`config.mk`:
```
export PLATFORM = sky130hd
export DESIGN_NAME = load_unit_flat
export DESIGN_NICKNAME = d
export VERILOG_FILES = /design/src/rtl/load_unit_if.sv /design/src/rtl/load_unit.sv /design/src/flat_wrapper.sv
export SDC_FILE = /design/constraint.sdc
export NUM_CORES = 1
export LEC_CHECK = 0
export CAP_MARGIN = 10
export CORE_MARGIN = 1
export CORE_UTILIZATION = 29
export CTS_BUF_LIST = sky130_fd_sc_hd__clkbuf_4 sky130_fd_sc_hd__clkbuf_8 sky130_fd_sc_hd__clkbuf_16
export DETAILED_ROUTE_END_ITERATION = 10
export DONT_BUFFER_PORTS = 1
export PLACE_DENSITY = 0.45
export SYNTH_ARGS = -nofsm -noshare
export SYNTH_HDL_FRONTEND = slang
export SYNTH_SLANG_ARGS = --single-unit
```
`constraint.sdc`:
```
create_clock -name clk -period 2.76 [get_ports clk]
set_input_delay 0.276 -clock clk [delete_from_list [all_inputs] [get_ports clk]]
set_output_delay 0.276 -clock clk [all_outputs]
set_load 0.01 [all_outputs]
```
`src/rtl/load_unit_if.sv`:
```
// Load unit signal bundle: M-stage request, data-bus read port and response.
// master = load unit side, slave = pipeline/memory environment side.
interface load_unit_if #(
  parameter int unsigned ADDR_W = 32
);
  logic              flush;
  logic              req_valid;
  logic              req_ready;
  logic [2:0]        req_op;
  logic [ADDR_W-1:0] req_addr;
  logic [31:0]       req_rt;
  logic              bus_rd;
  logic [ADDR_W-1:0] bus_addr;
  logic [31:0]       bus_rdata;
  logic              bus_ack;
  logic              rsp_valid;
  logic              rsp_ready;
  logic [31:0]       rsp_data;
  logic [1:0]        rsp_exc;
  logic [ADDR_W-1:0] rsp_badaddr;

  modport master (
    input  flush, req_valid, req_op, req_addr, req_rt, bus_rdata, bus_ack, rsp_ready,
    output req_ready, bus_rd, bus_addr, rsp_valid, rsp_data, rsp_exc, rsp_badaddr
  );

  modport slave (
    output flush, req_valid, req_op, req_addr, req_rt, bus_rdata, bus_ack, rsp_ready,
    input  req_ready, bus_rd, bus_addr, rsp_valid, rsp_data, rsp_exc, rsp_badaddr
  );
endinterface

```
`src/rtl/load_unit.sv`:
```
// MIPS32 memory-stage load controller: alignment check, wait-stated word read,
// byte/halfword extraction and lwl/lwr merge, registered response with exception code.
module load_unit #(
  parameter int unsigned ADDR_W     = 32,
  parameter int unsigned TIMEOUT    = 16,
  parameter bit          BIG_ENDIAN = 1'b0,
  parameter bit          LWLR_EN    = 1'b1
) (
  input logic         clk,
  input logic         rst_n,
  load_unit_if.master lu
);

  localparam logic [2:0] OpLw  = 3'b000;
  localparam logic [2:0] OpLb  = 3'b001;
  localparam logic [2:0] OpLbu = 3'b010;
  localparam logic [2:0] OpLh  = 3'b011;
  localparam logic [2:0] OpLhu = 3'b100;
  localparam logic [2:0] OpLwl = 3'b101;
  localparam logic [2:0] OpLwr = 3'b110;
  localparam logic [2:0] OpIll = 3'b111;

  // Counter only has to reach TIMEOUT-1; the timeout fires on the cycle that would make it TIMEOUT.
  localparam int unsigned CntW = (TIMEOUT < 2) ? 1 : $clog2(TIMEOUT);

  typedef enum logic [1:0] {StIdle, StWait, StResp} state_e;

  state_e            state_q, state_d;
  logic [2:0]        op_q, op_d;
  logic [ADDR_W-1:0] addr_q, addr_d;
  logic [31:0]       rt_q, rt_d;
  logic              bus_rd_q, bus_rd_d;
  logic [ADDR_W-1:0] bus_addr_q, bus_addr_d;
  logic              rsp_valid_q, rsp_valid_d;
  logic [31:0]       rsp_data_q, rsp_data_d;
  logic [1:0]        rsp_exc_q, rsp_exc_d;
  logic [CntW-1:0]   cnt_q, cnt_d;

  logic [1:0]  lane;
  logic [7:0]  byte_sel;
  logic [15:0] half_sel;
  logic [31:0] load_data;
  logic        req_illegal;
  logic        req_misaligned;
  logic        timeout_hit;

  // Effective byte lane in bus_rdata; big-endian mirrors the lane order.
  assign lane     = addr_q[1:0] ^ {2{BIG_ENDIAN}};
  assign byte_sel = lu.bus_rdata[{lane, 3'b000} +: 8];
  assign half_sel = lu.bus_rdata[{lane[1], 4'b0000} +: 16];

  assign req_illegal = (lu.req_op == OpIll) ||
                       (!LWLR_EN && (lu.req_op == OpLwl || lu.req_op == OpLwr));
  assign req_misaligned = ((lu.req_op == OpLw) && (lu.req_addr[1:0] != 2'b00)) ||
                          ((lu.req_op == OpLh || lu.req_op == OpLhu) && lu.req_addr[0]);
  assign timeout_hit = (TIMEOUT != 0) && (cnt_q == CntW'(TIMEOUT - 1));

  // Extract/extend the addressed data and merge lwl/lwr with the captured rt.
  always_comb begin
    load_data = lu.bus_rdata;
    case (op_q)
      OpLb:  load_data = {{24{byte_sel[7]}}, byte_sel};
      OpLbu: load_data = {24'h0, byte_sel};
      OpLh:  load_data = {{16{half_sel[15]}}, half_sel};
      OpLhu: load_data = {16'h0, half_sel};
      OpLwl: begin
        case (lane)
          2'd0:    load_data = {lu.bus_rdata[7:0], rt_q[23:0]};
          2'd1:    load_data = {lu.bus_rdata[15:0], rt_q[15:0]};
          2'd2:    load_data = {lu.bus_rdata[23:0], rt_q[7:0]};
          default: load_data = lu.bus_rdata;
        endcase
      end
      OpLwr: begin
        case (lane)
          2'd0:    load_data = lu.bus_rdata;
          2'd1:    load_data = {rt_q[31:24], lu.bus_rdata[31:8]};
          2'd2:    load_data = {rt_q[31:16], lu.bus_rdata[31:16]};
          default: load_data = {rt_q[31:8], lu.bus_rdata[31:24]};
        endcase
      end
      default: load_data = lu.bus_rdata;
    endcase
  end

  // Next-state and registered-output logic.
  always_comb begin
    state_d     = state_q;
    op_d        = op_q;
    addr_d      = addr_q;
    rt_d        = rt_q;
    bus_rd_d    = bus_rd_q;
    bus_addr_d  = bus_addr_q;
    rsp_valid_d = rsp_valid_q;
    rsp_data_d  = rsp_data_q;
    rsp_exc_d   = rsp_exc_q;
    cnt_d       = cnt_q;
    case (state_q)
      StIdle: begin
        if (lu.req_valid && !lu.flush) begin
          op_d   = lu.req_op;
          addr_d = lu.req_addr;
          rt_d   = lu.req_rt;
          cnt_d  = '0;
          if (req_illegal) begin
            state_d     = StResp;
            rsp_valid_d = 1'b1;
            rsp_exc_d   = 2'b11;
            rsp_data_d  = '0;
          end else if (req_misaligned) begin
            state_d     = StResp;
            rsp_valid_d = 1'b1;
            rsp_exc_d   = 2'b01;
            rsp_data_d  = '0;
          end else begin
            state_d    = StWait;
            bus_rd_d   = 1'b1;
            bus_addr_d = {lu.req_addr[ADDR_W-1:2], 2'b00};
          end
        end
      end
      StWait: begin
        // Flush wins over a same-cycle ack; ack wins over timeout.
        if (lu.flush) begin
          state_d  = StIdle;
          bus_rd_d = 1'b0;
        end else if (lu.bus_ack) begin
          state_d     = StResp;
          bus_rd_d    = 1'b0;
          rsp_valid_d = 1'b1;
          rsp_exc_d   = 2'b00;
          rsp_data_d  = load_data;
        end else begin
          cnt_d = cnt_q + 1'b1;
          if (timeout_hit) begin
            state_d     = StResp;
            bus_rd_d    = 1'b0;
            rsp_valid_d = 1'b1;
            rsp_exc_d   = 2'b10;
            rsp_data_d  = '0;
          end
        end
      end
      StResp: begin
        if (lu.flush || lu.rsp_ready) begin
          state_d     = StIdle;
          rsp_valid_d = 1'b0;
        end
      end
      default: state_d = StIdle;
    endcase
  end

  // State and output registers with asynchronous reset.
  always_ff @(posedge clk or negedge rst_n) begin
    if (!rst_n) begin
      state_q     <= StIdle;
      op_q        <= '0;
      addr_q      <= '0;
      rt_q        <= '0;
      bus_rd_q    <= 1'b0;
      bus_addr_q  <= '0;
      rsp_valid_q <= 1'b0;
      rsp_data_q  <= '0;
      rsp_exc_q   <= '0;
      cnt_q       <= '0;
    end else begin
      state_q     <= state_d;
      op_q        <= op_d;
      addr_q      <= addr_d;
      rt_q        <= rt_d;
      bus_rd_q    <= bus_rd_d;
      bus_addr_q  <= bus_addr_d;
      rsp_valid_q <= rsp_valid_d;
      rsp_data_q  <= rsp_data_d;
      rsp_exc_q   <= rsp_exc_d;
      cnt_q       <= cnt_d;
    end
  end

  assign lu.req_ready   = (state_q == StIdle);
  assign lu.bus_rd      = bus_rd_q;
  assign lu.bus_addr    = bus_addr_q;
  assign lu.rsp_valid   = rsp_valid_q;
  assign lu.rsp_data    = rsp_data_q;
  assign lu.rsp_exc     = rsp_exc_q;
  assign lu.rsp_badaddr = addr_q;

endmodule

```
`src/flat_wrapper.sv`:
```
// flat-port wrapper written by rule: the top's interface ports become plain ports
module load_unit_flat 
#(
  parameter int unsigned ADDR_W     = 32,
  parameter int unsigned TIMEOUT    = 16,
  parameter bit          BIG_ENDIAN = 1'b0,
  parameter bit          LWLR_EN    = 1'b1
)
  (clk, rst_n, lu_flush, lu_req_valid, lu_req_op, lu_req_addr, lu_req_rt, lu_bus_rdata, lu_bus_ack, lu_rsp_ready, lu_req_ready, lu_bus_rd, lu_bus_addr, lu_rsp_valid, lu_rsp_data, lu_rsp_exc, lu_rsp_badaddr);
  load_unit_if #(.ADDR_W(ADDR_W)) lu_i ();
  input logic clk;
  input logic rst_n;
  input wire logic [$bits(lu_i.flush)-1:0] lu_flush;
  input wire logic [$bits(lu_i.req_valid)-1:0] lu_req_valid;
  input wire logic [$bits(lu_i.req_op)-1:0] lu_req_op;
  input wire logic [$bits(lu_i.req_addr)-1:0] lu_req_addr;
  input wire logic [$bits(lu_i.req_rt)-1:0] lu_req_rt;
  input wire logic [$bits(lu_i.bus_rdata)-1:0] lu_bus_rdata;
  input wire logic [$bits(lu_i.bus_ack)-1:0] lu_bus_ack;
  input wire logic [$bits(lu_i.rsp_ready)-1:0] lu_rsp_ready;
  output wire logic [$bits(lu_i.req_ready)-1:0] lu_req_ready;
  output wire logic [$bits(lu_i.bus_rd)-1:0] lu_bus_rd;
  output wire logic [$bits(lu_i.bus_addr)-1:0] lu_bus_addr;
  output wire logic [$bits(lu_i.rsp_valid)-1:0] lu_rsp_valid;
  output wire logic [$bits(lu_i.rsp_data)-1:0] lu_rsp_data;
  output wire logic [$bits(lu_i.rsp_exc)-1:0] lu_rsp_exc;
  output wire logic [$bits(lu_i.rsp_badaddr)-1:0] lu_rsp_badaddr;
  assign lu_i.flush = lu_flush;
  assign lu_i.req_valid = lu_req_valid;
  assign lu_i.req_op = lu_req_op;
  assign lu_i.req_addr = lu_req_addr;
  assign lu_i.req_rt = lu_req_rt;
  assign lu_i.bus_rdata = lu_bus_rdata;
  assign lu_i.bus_ack = lu_bus_ack;
  assign lu_i.rsp_ready = lu_rsp_ready;
  assign lu_req_ready = lu_i.req_ready;
  assign lu_bus_rd = lu_i.bus_rd;
  assign lu_bus_addr = lu_i.bus_addr;
  assign lu_rsp_valid = lu_i.rsp_valid;
  assign lu_rsp_data = lu_i.rsp_data;
  assign lu_rsp_exc = lu_i.rsp_exc;
  assign lu_rsp_badaddr = lu_i.rsp_badaddr;
  load_unit #(.ADDR_W(ADDR_W), .TIMEOUT(TIMEOUT), .BIG_ENDIAN(BIG_ENDIAN), .LWLR_EN(LWLR_EN)) u_core (.clk(clk), .rst_n(rst_n), .lu(lu_i));
endmodule
```
==> results.ini <==
[status]
run_status = finished, violations left
failing_checks = negative hold slack

[synth]
portion_of_synthesized_cell_area_occupied_by_the_leading_cell_type_pct = 47.08
synth_top_area_cell = dfrtp_1
synth_enable_flop_cells = 0
seq_area_frac_synth_pct = 47.08
synth.distinct_cells = 50
netlist_area_mm2 = 0.007388
synth-warning-count = 0
synth-seq-cells = 139
postSynthAreaPerCell_um2 = 8.827
asyncSetResetFlopFracSynth_pct = 100.0
synth_area_leaders = dfrtp_1, nand2_1, mux2i_1
syn-instance-count = 837
synth_top_flop_cell = dfrtp_1

[setup_path]
crit_path_buffers_inverters = 3
cp_data_arrival_time_ps = 2850
cpMaxStageDelayCell = a221o_1
crit_path_start_kind = register
critical_path_class = reg2reg
setup.reg_to_reg.worst_slack_ps = 220
critical_path.cell_chain = nor2_1 -> buf_4 -> and2_1 -> a221o_1 -> buf_12 -> o31ai_1 -> dlygate4sd3_1
timing.critical_path.to_type = register
cp_top_family = buffers and inverters
cpPeakStageDelay_ps = 650
cp.required_ps = 3070
path_max_fanout = 25

[floorplanning]
height_of_the_chip_um = 161.6
die_x_um = 161.6
fp.coreArea_mm2 = 0.02511
floorplan.io_pins = 206
dieArea_mm2 = 0.02612
rows = 58
floorplan.initialDensity_pct = 29.42

[cells_and_area]
design.final.nets = 994
n_antenna_cell = 0
layout_commonest_cell = nand2_1
drive_above_1_share_pct = 10.88
syn2layout_area_growth_pct = 21.95
final_cell_mix = nand2_1, dfrtp_1, dlygate4sd3_1
finish.utilization_pct = 35.88
filler_cell_count = 2645
layoutNonFillerInstCount = 1231

[sta]
skew_ps = 8.516
timing.final.crit_period_ps = 2535
tns_ps = 0
fin_crit_sh_pct = 91.86
fmax_mhz = 394.4
report.final.hold_viol_count = 139
worstMarginPinSlew_ps = 759.8
timing.final.setup_violations = 0
whs_ps = -461.1
timing.final.max_slew_violations = 0
rsz0062_at_grt = no
max_slew_margin_pct = 49.33

[grt]
number_of_antenna_violations_at_the_first_check_in_global_routing = 0
global_route.usage.met1_pct = 25.23
grt_first_pass_wirelength_mm = 39.21
met3_usage_pct = 5.958
globalRoute.busiestLayer = met2
grtUsageTotal_pct = 19.57
global_route.usage.met2_pct = 32.09
grt_max_degree = 140
gr-total-overflow = 0
grt_pass1_vias = 6483

[clock_tree]
cts_tree = done
clock_slew_seen_by_the_registers_of_the_worst_setup_and_hold_paths_ps = 60
htree_num_levels = 4
worst_skew_pair.late_latency_ps = 430
clock-root-buffer = clkbuf_16
cts.path.max_buffers = 2
clkSinkCount = 139
post_cts_hold_buffer_count = 70
numCtsBuffers = 17

[place]
place_congestion = 0.8163
portBuffers = 0
hpwl_mm = 17.14
dp_cells = 1129

[power]
power_density_mw_per_mm2 = 843.3
pleak_nw = 4.001
peakVddDrop_mv = 0.3916
totalPowerFinal_mw = 7.598

[detailed_routing]
initialDrtViolationCount = 378
postRouteWirelength_mm = 25.08
remaining_drc_errors = 0
detail_route.vias_per_cell = 5.187
wl_per_cell_um = 20.37
dr.pass1.iters = 5
detail-route-antenna-nets = 0
vias = 6385

[hold_path]
hold_wc_path_type = in2async

[flow_run]
max-cap-violations = 0

power breakdown:
part / switching (mW) / total, mW / leakage, nW / internal (mW)
registers: 0.718 / 3.31 / 1.74 / 2.59
logic: 1.15 / 2.02 / 1.98 / 0.873
clock network: 1.07 / 2.27 / 0.279 / 1.20
total: 2.93 / 7.60 / 4.00 / 4.67
sequential cells by signal (all words and copies together) (netlist names):
name and count:
u_core.lu.rsp_data 32, u_core.lu.rsp_valid 1, u_core.rt_q 32, u_core.lu.rsp_badaddr 32
u_core.lu.rsp_exc 2, u_core.lu.bus_rd 1, u_core.cnt_q 4, u_core.op_q 3
u_core.lu.bus_addr 30, u_core.state_q 2
per-stage QoR:
stage / worst slack [ps] / area, um2
2_1_floorplan: 922.6 / 7392
3_3_place_gp: 534.3 / 7736
3_5_place_dp: 544.8 / 7736
4_1_cts: 259.6 / 9010
5_1_grt: 51.75 / 9010
6_report: 224.6 / 9010
repair_timing:
action,4_1_cts,5_1_grt
setup buffers,0,0
gates resized for setup,0,0
endpoints found under the hold margin,238,139
endpoints found under the setup margin,0,0
Yosys cell counts (8+ instances only):
| library cell | count |
|---|---|
| a211oi_1 | 12 |
| o221ai_1 | 8 |
| nor3_1 | 9 |
| o22ai_1 | 37 |
| mux2i_1 | 46 |
| a21oi_1 | 18 |
| nor2_1 | 30 |
| nand3_1 | 8 |
| dfrtp_1 | 139 |
| a31oi_1 | 9 |
| mux2_2 | 33 |
| nand2b_1 | 19 |
| clkbuf_1 | 36 |
| o21ai_1 | 9 |
| buf_2 | 13 |
| nand2_1 | 261 |
| o21ai_0 | 66 |
routing by layer:
layer	wire length [um]	vias up
met4	299	0
met1	10880	3095
met2	11900	244
met3	2000	22
met5	0	-
li1	-	3024
worst paths after layout:
kind | start | cells after the start | end
setup / recovery | u_core.state_q[1] | 7 | u_core.state_q[1]
hold / removal | rst_n | 0 | u_core.rt_q[24]
setup reg to reg | u_core.state_q[1] | 7 | u_core.state_q[1]
hold reg to reg | u_core.rt_q[24] | 2 | u_core.rt_q[24]
max in group asynchronous | rst_n | 0 | u_core.lu.rsp_badaddr[1]
min in group clk | lu_flush | 2 | u_core.lu.bus_rd
layout make-up:
type                       count  area (um2)  share of cell area [%]
tap                          330       412.9                   4.583
clock inverter                15       147.6                   1.639
clock buffer                  17       425.4                   4.722
timing repair buffer          91       883.3                   9.804
inverter                       5       18.77                  0.2083
multi-input combinational    634        3641                   40.41
sequential                   139        3481                   38.63
logic make-up (layout without fill, tap and decap cells):
group,count (synthesis),count (layout),share of synthesized area [%]
AO/OA/AOI/OAI,201,201,17.60
adder cells (fa/ha/maj),1,1,0.1693
XOR/XNOR,1,1,0.1186
AND/OR/NAND/NOR,349,349,19.59
flip-flops,139,139,47.08
other,1,2,0.05076
buffers and inverters,65,128,3.929
multiplexers,80,80,11.46
(Power assumes the default switching activity.)
